## src/rtl/cpu_ctrl_pkg.sv

```systemverilog
// cpu_ctrl_pkg: shared types and encodings for the multicycle ARM-subset control unit
// Holds the FSM state type, ALU control codes, data-processing cmd codes,
// condition codes and the datapath mux select encodings.
package cpu_ctrl_pkg;

    typedef enum logic [3:0] {
        FETCH  = 4'd0,
        DECODE = 4'd1,
        MEMADR = 4'd2,
        MEMRD  = 4'd3,
        MEMWB  = 4'd4,
        MEMWR  = 4'd5,
        EXECR  = 4'd6,
        EXECI  = 4'd7,
        ALUWB  = 4'd8,
        BRANCH = 4'd9
    } state_t;

    localparam logic [2:0] ALU_ADD = 3'b000;
    localparam logic [2:0] ALU_SUB = 3'b001;
    localparam logic [2:0] ALU_AND = 3'b010;
    localparam logic [2:0] ALU_ORR = 3'b011;
    localparam logic [2:0] ALU_MOV = 3'b100;

    localparam logic [3:0] CMD_AND = 4'b0000;
    localparam logic [3:0] CMD_SUB = 4'b0010;
    localparam logic [3:0] CMD_ADD = 4'b0100;
    localparam logic [3:0] CMD_ORR = 4'b1100;
    localparam logic [3:0] CMD_MOV = 4'b1101;
    localparam logic [3:0] CMD_CMP = 4'b1010;

    localparam logic [3:0] COND_EQ = 4'b0000;
    localparam logic [3:0] COND_NE = 4'b0001;
    localparam logic [3:0] COND_CS = 4'b0010;
    localparam logic [3:0] COND_CC = 4'b0011;
    localparam logic [3:0] COND_MI = 4'b0100;
    localparam logic [3:0] COND_PL = 4'b0101;
    localparam logic [3:0] COND_VS = 4'b0110;
    localparam logic [3:0] COND_VC = 4'b0111;
    localparam logic [3:0] COND_HI = 4'b1000;
    localparam logic [3:0] COND_LS = 4'b1001;
    localparam logic [3:0] COND_GE = 4'b1010;
    localparam logic [3:0] COND_LT = 4'b1011;
    localparam logic [3:0] COND_GT = 4'b1100;
    localparam logic [3:0] COND_LE = 4'b1101;
    localparam logic [3:0] COND_AL = 4'b1110;

    localparam logic [1:0] RES_ALUOUT    = 2'b00;
    localparam logic [1:0] RES_DATA      = 2'b01;
    localparam logic [1:0] RES_ALURESULT = 2'b10;

    localparam logic [1:0] SRCB_RM   = 2'b00;
    localparam logic [1:0] SRCB_IMM  = 2'b01;
    localparam logic [1:0] SRCB_FOUR = 2'b10;

endpackage

```

## src/rtl/cond_unit.sv

```systemverilog
// cond_unit: NZCV flags register, ARM condition evaluation and latched condex
// Ports:
//   clk, rst          clock, synchronous active-low reset
//   cond[3:0]         instruction condition field
//   alu_flags[3:0]    NZCV from the ALU this cycle
//   flag_w[1:0]       [1]=update NZ, [0]=update CV (already qualified by aluop/S)
//   latch_condex      high in DECODE; captures the condition result for the instruction
//   condex_q          condition result held for the rest of the instruction
module cond_unit
    import cpu_ctrl_pkg::*;
(
    input  logic       clk,
    input  logic       rst,
    input  logic [3:0] cond,
    input  logic [3:0] alu_flags,
    input  logic [1:0] flag_w,
    input  logic       latch_condex,
    output logic       condex_q
);

    logic [3:0] flags_q, flags_d;
    logic       condex_d, condex;
    logic       n, z, c, v;

    assign {n, z, c, v} = flags_q;

    always_comb begin
        condex = 1'b0;
        case (cond)
            COND_EQ: condex = z;
            COND_NE: condex = ~z;
            COND_CS: condex = c;
            COND_CC: condex = ~c;
            COND_MI: condex = n;
            COND_PL: condex = ~n;
            COND_VS: condex = v;
            COND_VC: condex = ~v;
            COND_HI: condex = c & ~z;
            COND_LS: condex = ~c | z;
            COND_GE: condex = n ~^ v;
            COND_LT: condex = n ^ v;
            COND_GT: condex = ~z & (n ~^ v);
            COND_LE: condex = z | (n ^ v);
            COND_AL: condex = 1'b1;
            default: condex = 1'b0;
        endcase
        // A failed condition must leave the flags untouched.
        flags_d = flags_q;
        if (flag_w[1] & condex_q) flags_d[3:2] = alu_flags[3:2];
        if (flag_w[0] & condex_q) flags_d[1:0] = alu_flags[1:0];
        condex_d = latch_condex ? condex : condex_q;
    end

    always_ff @(posedge clk) begin
        if (!rst) begin
            flags_q  <= 4'b0000;
            condex_q <= 1'b0;
        end else begin
            flags_q  <= flags_d;
            condex_q <= condex_d;
        end
    end

endmodule

```

## src/rtl/multicycle_ctrl.sv

```systemverilog
// multicycle_ctrl: Moore main FSM, ALU decoder and write gating for the multicycle ARM-subset CPU
// Ports:
//   clk, rst                 clock, synchronous active-low reset
//   cond, op, funct, rd      instruction fields from the instruction register
//   alu_flags                NZCV from the ALU this cycle
//   pc_write, mem_write,
//   reg_write, ir_write      datapath write enables (forced low while rst==0)
//   adr_src, alu_src_a,
//   alu_src_b, result_src    datapath mux selects driven by the FSM state
//   imm_src, reg_src         extender / register-address selects decoded from op
//   alu_control              ALU operation
//   state_dbg                current FSM state
module multicycle_ctrl
    import cpu_ctrl_pkg::*;
#(
    parameter int PC_REG      = 15,
    parameter int RESET_STATE = 0
) (
    input  logic       clk,
    input  logic       rst,
    input  logic [3:0] cond,
    input  logic [1:0] op,
    input  logic [5:0] funct,
    input  logic [3:0] rd,
    input  logic [3:0] alu_flags,
    output logic       pc_write,
    output logic       mem_write,
    output logic       reg_write,
    output logic       ir_write,
    output logic       adr_src,
    output logic       alu_src_a,
    output logic [1:0] alu_src_b,
    output logic [1:0] result_src,
    output logic [1:0] imm_src,
    output logic [1:0] reg_src,
    output logic [2:0] alu_control,
    output logic [3:0] state_dbg
);

    state_t     state_q, state_d;
    logic       no_write_q, no_write_d, no_write;
    logic       next_pc, regw, memw, branch, aluop, irw, pcs, condex_q;
    logic [1:0] flag_w;
    logic [3:0] cmd;

    assign cmd = funct[4:1];

    always_comb begin
        state_d    = state_q;
        next_pc    = 1'b0;
        regw       = 1'b0;
        memw       = 1'b0;
        branch     = 1'b0;
        aluop      = 1'b0;
        irw        = 1'b0;
        adr_src    = 1'b0;
        alu_src_a  = 1'b0;
        alu_src_b  = SRCB_RM;
        result_src = RES_ALUOUT;
        case (state_q)
            FETCH: begin
                alu_src_a  = 1'b1;
                alu_src_b  = SRCB_FOUR;
                result_src = RES_ALURESULT;
                irw        = 1'b1;
                next_pc    = 1'b1;
                state_d    = DECODE;
            end
            DECODE: begin
                alu_src_a  = 1'b1;
                alu_src_b  = SRCB_FOUR;
                result_src = RES_ALURESULT;
                state_d    = op == 2'b01 ? MEMADR :
                             op == 2'b10 ? BRANCH :
                             op == 2'b11 ? FETCH  :
                             funct[5]    ? EXECI  : EXECR;
            end
            MEMADR: begin
                alu_src_b = SRCB_IMM;
                state_d   = funct[0] ? MEMRD : MEMWR;
            end
            MEMRD: begin
                adr_src = 1'b1;
                state_d = MEMWB;
            end
            MEMWB: begin
                result_src = RES_DATA;
                regw       = 1'b1;
                state_d    = FETCH;
            end
            MEMWR: begin
                adr_src = 1'b1;
                memw    = 1'b1;
                state_d = FETCH;
            end
            EXECR: begin
                aluop   = 1'b1;
                state_d = ALUWB;
            end
            EXECI: begin
                alu_src_b = SRCB_IMM;
                aluop     = 1'b1;
                state_d   = ALUWB;
            end
            ALUWB: begin
                regw    = 1'b1;
                state_d = FETCH;
            end
            BRANCH: begin
                alu_src_b  = SRCB_IMM;
                result_src = RES_ALURESULT;
                branch     = 1'b1;
                state_d    = FETCH;
            end
            default: state_d = FETCH;
        endcase
    end

    always_comb begin
        alu_control = ALU_ADD;
        no_write    = 1'b0;
        if (aluop) begin
            case (cmd)
                CMD_ADD: alu_control = ALU_ADD;
                CMD_SUB: alu_control = ALU_SUB;
                CMD_AND: alu_control = ALU_AND;
                CMD_ORR: alu_control = ALU_ORR;
                CMD_MOV: alu_control = ALU_MOV;
                CMD_CMP: begin
                    alu_control = ALU_SUB;
                    no_write    = 1'b1;
                end
                default: no_write = 1'b1;
            endcase
        end
        flag_w[1] = aluop & funct[0];
        flag_w[0] = aluop & funct[0] & (cmd == CMD_ADD | cmd == CMD_SUB | cmd == CMD_CMP);
        // Cleared in DECODE so a CMP's suppression never leaks into a later LDR writeback.
        no_write_d = aluop ? no_write : (state_q == DECODE) ? 1'b0 : no_write_q;
    end

    always_ff @(posedge clk) begin
        if (!rst) begin
            state_q    <= state_t'(4'(RESET_STATE));
            no_write_q <= 1'b0;
        end else begin
            state_q    <= state_d;
            no_write_q <= no_write_d;
        end
    end

    cond_unit u_cond (
        .clk          (clk),
        .rst          (rst),
        .cond         (cond),
        .alu_flags    (alu_flags),
        .flag_w       (flag_w),
        .latch_condex (state_q == DECODE),
        .condex_q     (condex_q)
    );

    assign pcs       = branch | (regw & (rd == 4'(PC_REG)));
    assign reg_write = rst & regw & condex_q & ~no_write_q;
    assign mem_write = rst & memw & condex_q;
    assign pc_write  = rst & (next_pc | (pcs & condex_q));
    assign ir_write  = rst & irw;
    assign imm_src   = op;
    assign reg_src   = {op == 2'b01, op == 2'b10};
    assign state_dbg = state_q;

endmodule
```

## config.mk

```make
export PLATFORM = sky130hd
export DESIGN_NAME = multicycle_ctrl
export DESIGN_NICKNAME = d
export VERILOG_FILES = /design/src/rtl/cpu_ctrl_pkg.sv /design/src/rtl/cond_unit.sv /design/src/rtl/multicycle_ctrl.sv
export SDC_FILE = /design/constraint.sdc
export NUM_CORES = 1
export LEC_CHECK = 0
export ABC_AREA = 1
export BUFFER_PORTS_ARGS = -buffer_cell sky130_fd_sc_hd__buf_2
export CORE_MARGIN = 4
export CORE_UTILIZATION = 48
export CTS_CLUSTER_SIZE = 20
export DETAILED_ROUTE_END_ITERATION = 10
export PLACE_DENSITY = 0.83
export SYNTH_ARGS = -nofsm -noshare
export SYNTH_HDL_FRONTEND = slang
export SYNTH_SLANG_ARGS = --single-unit
```

## constraint.sdc

```tcl
create_clock -name clk -period 3.74 [get_ports clk]
set_clock_uncertainty 0.15 [all_clocks]
set_input_delay 0.748 -clock clk [delete_from_list [all_inputs] [get_ports clk]]
set_output_delay 0.748 -clock clk [all_outputs]
set_load 0.005 [all_outputs]
```

==> flow_summary.toml <==
[yosys]
synth.largest_area_cell = "dfxtp_1"
synth.avg_cell_area_um2 = 5.66
synth_fp_nets = 177
ys_warn_count = 0
synth-seq-cells = 10
ys_seq_area_share_pct = 22.8
synth_top_area_share_pct = 22.8
syn_area_um2 = 877
synthCells = 155
synth_ff_type = "dfxtp_1"
synthArstFlopShare_pct = 0
synthTopCellsByArea = "dfxtp_1 (23%), nand2_1 (18%), inv_1 (9.8%), nor2_1 (9.8%), nand3_1 (8.0%)"
synth_edf_count = 0
ys_types = 26

[route]
drc_errors = 0
viasPerCell = 4.94
first_pass_iters = 4
drtIter0Drc = 29
m1WireLength_um = 1050
wire_per_inst_um = 11.2
highest_layer = "met4"
ant_nets = 0
wl_met3_um = 144
totalWireLength_um = 2480
met2_length_um = 1240
vias = 1097

[clocking]
ctsHoldBuffers = 0
clock_latency_ns = 0.27
postCtsSetupRepairBufs = 0
clk_pin_slew_ns = 0.07
cts_sinks = 10
cts_tree = "done"
cts_buffer_depth = 2
cts_made_buffers = 3
post_cts_resize_count = 0
cts-root-buf = "clkbuf_4"
htree_levels = 1

[critical_path]
crit_type = "in2out"
rr_worst_depth = 7
critPathArrivalTime_ns = 1.55
start_kind = "input port"
cp_data_required_time_ns = 2.84
end_kind = "output pin"
cp_max_fo = 3

[layout]
fin_util_pct = 64.6
final_common_cell = "nand2_1"
nets = 221
fin_area_um2 = 1110
drive_gt1_share_pct = 27.9
antenna_cells = 0
layout.cells.non_filler = 222
final_cell_mix = "nand2_1 (43), buf_2 (42), inv_1 (23), nor2_1 (23), nand3_1 (14)"
areaGrowthSynthToFinish_pct = 27.1

[sta]
period_share_pct = 65.4
fin_crit_ns = 2.45
setup-violations-final = 0
hold_slack_ns = 0.344
hold_violations = 0
final.setup.tns_ns = 0
relSlewSlack_pct = 72.8
tightest_slew_ns = 0.408
finalMaxSlewViolations = 0
rsz0062_at_grt = "false"
fmax_ghz = 0.409

[min_path]
hp-class = "reg2reg"
min_path_cells = 2

[floorplan]
ios = 43
start_util_pct = 50.8
fp-row-count = 15
die_w_um = 50.7
die_h_um = 50.7
fp.dieArea_um2 = 2580
core_um2 = 1730

[power]
p_per_area_nw_per_um2 = 248
ir_drop_mv = 0.136
leakage_nw = 0.647

[global_route]
antenna_found_initial = 0
grt_pass1_wl_um = 4060
grt_usage_pct = 20.6
grt_max_degree = 11
grt_overflow = 0
grt_pass1_vias = 1021

[run]
maxCapViolations = 0

[status]
status = "finished clean"

[placed_design]
dpl.hpwl_um = 1970
gp_congestion = 0.884
port_buffers = 42
place_area_um2 = 1090
dpl.cell_count = 219
metrics by stage:
step,setup slack (ns),total power (W)
2_1_floorplan,1.62,0.000166
3_3_place_gp,1.41,0.000198
3_5_place_dp,1.30,0.000201
4_1_cts,1.30,0.000276
5_1_grt,1.20,0.000294
6_report,1.29,0.000277
Yosys cell counts, types with 2 or more instances:
cell and n:
nand3_1 14, nand2_1 43, inv_1 23, o21ai_0 6, nand2_2 2, inv_4 2
o21ai_1 2, buf_4 2, nor3_1 4, dfxtp_1 10, a21oi_1 8, nand4_1 3
nor2_1 23
metal layers:
layer | up-vias | track usage, %
met5 | - | 0
met4 | 0 | 8.07
met3 | 8 | 3.26
met2 | 47 | 37.8
met1 | 462 | 23.3
li1 | 580 | -
state kept, by name, indices dropped and copies added, names as in the netlist:
signal and flops:
u_cond.flags_q 4, u_cond.condex_q 1, no_write_q 1, state_dbg 4
power breakdown:
part           switching, W   total, W  leakage, nW  internal, W
registers        0.00000578   0.000116       0.0812     0.000110
logic             0.0000495  0.0000835        0.552    0.0000340
clock network     0.0000396  0.0000768       0.0138    0.0000372
total             0.0000949   0.000277        0.647     0.000182
cell type report:
cell class / count / area, um^2
clock buffer: 3 / 22.5
fill: 176 / 612
inverter: 26 / 103
multi-input combinational: 116 / 548
sequential: 10 / 200
tap: 25 / 31.3
timing repair buffer: 42 / 210
worst max-delay path, cell delays in order:
cell and delay [ns]:
buf_2 0.11, nor2_1 0.17, nand2_1 0.08, nand2_1 0.09, nor3b_1 0.20, buf_2 0.15
kinds of logic after synthesis:
kind of cell | synth area share (%)
DFF | 22.8
buffers and inverters | 14.7
and+or+nand+nor | 48.8
AOI/OAI and AO/OA | 13.7
final timing paths:
path,start,slack (ns),endpoint
hold reg to reg,no_write_q$_SDFFE_PN0P_,0.34,no_write_q$_SDFFE_PN0P_
setup / recovery,funct[2],1.29,alu_control[0]
setup reg to reg,state_dbg[1]$_SDFF_PN0_,2.23,u_cond.flags_q[0]$_SDFFE_PN0P_
hold / removal,no_write_q$_SDFFE_PN0P_,0.34,no_write_q$_SDFFE_PN0P_
No activity file was read; power rests on OpenSTA's default activity.
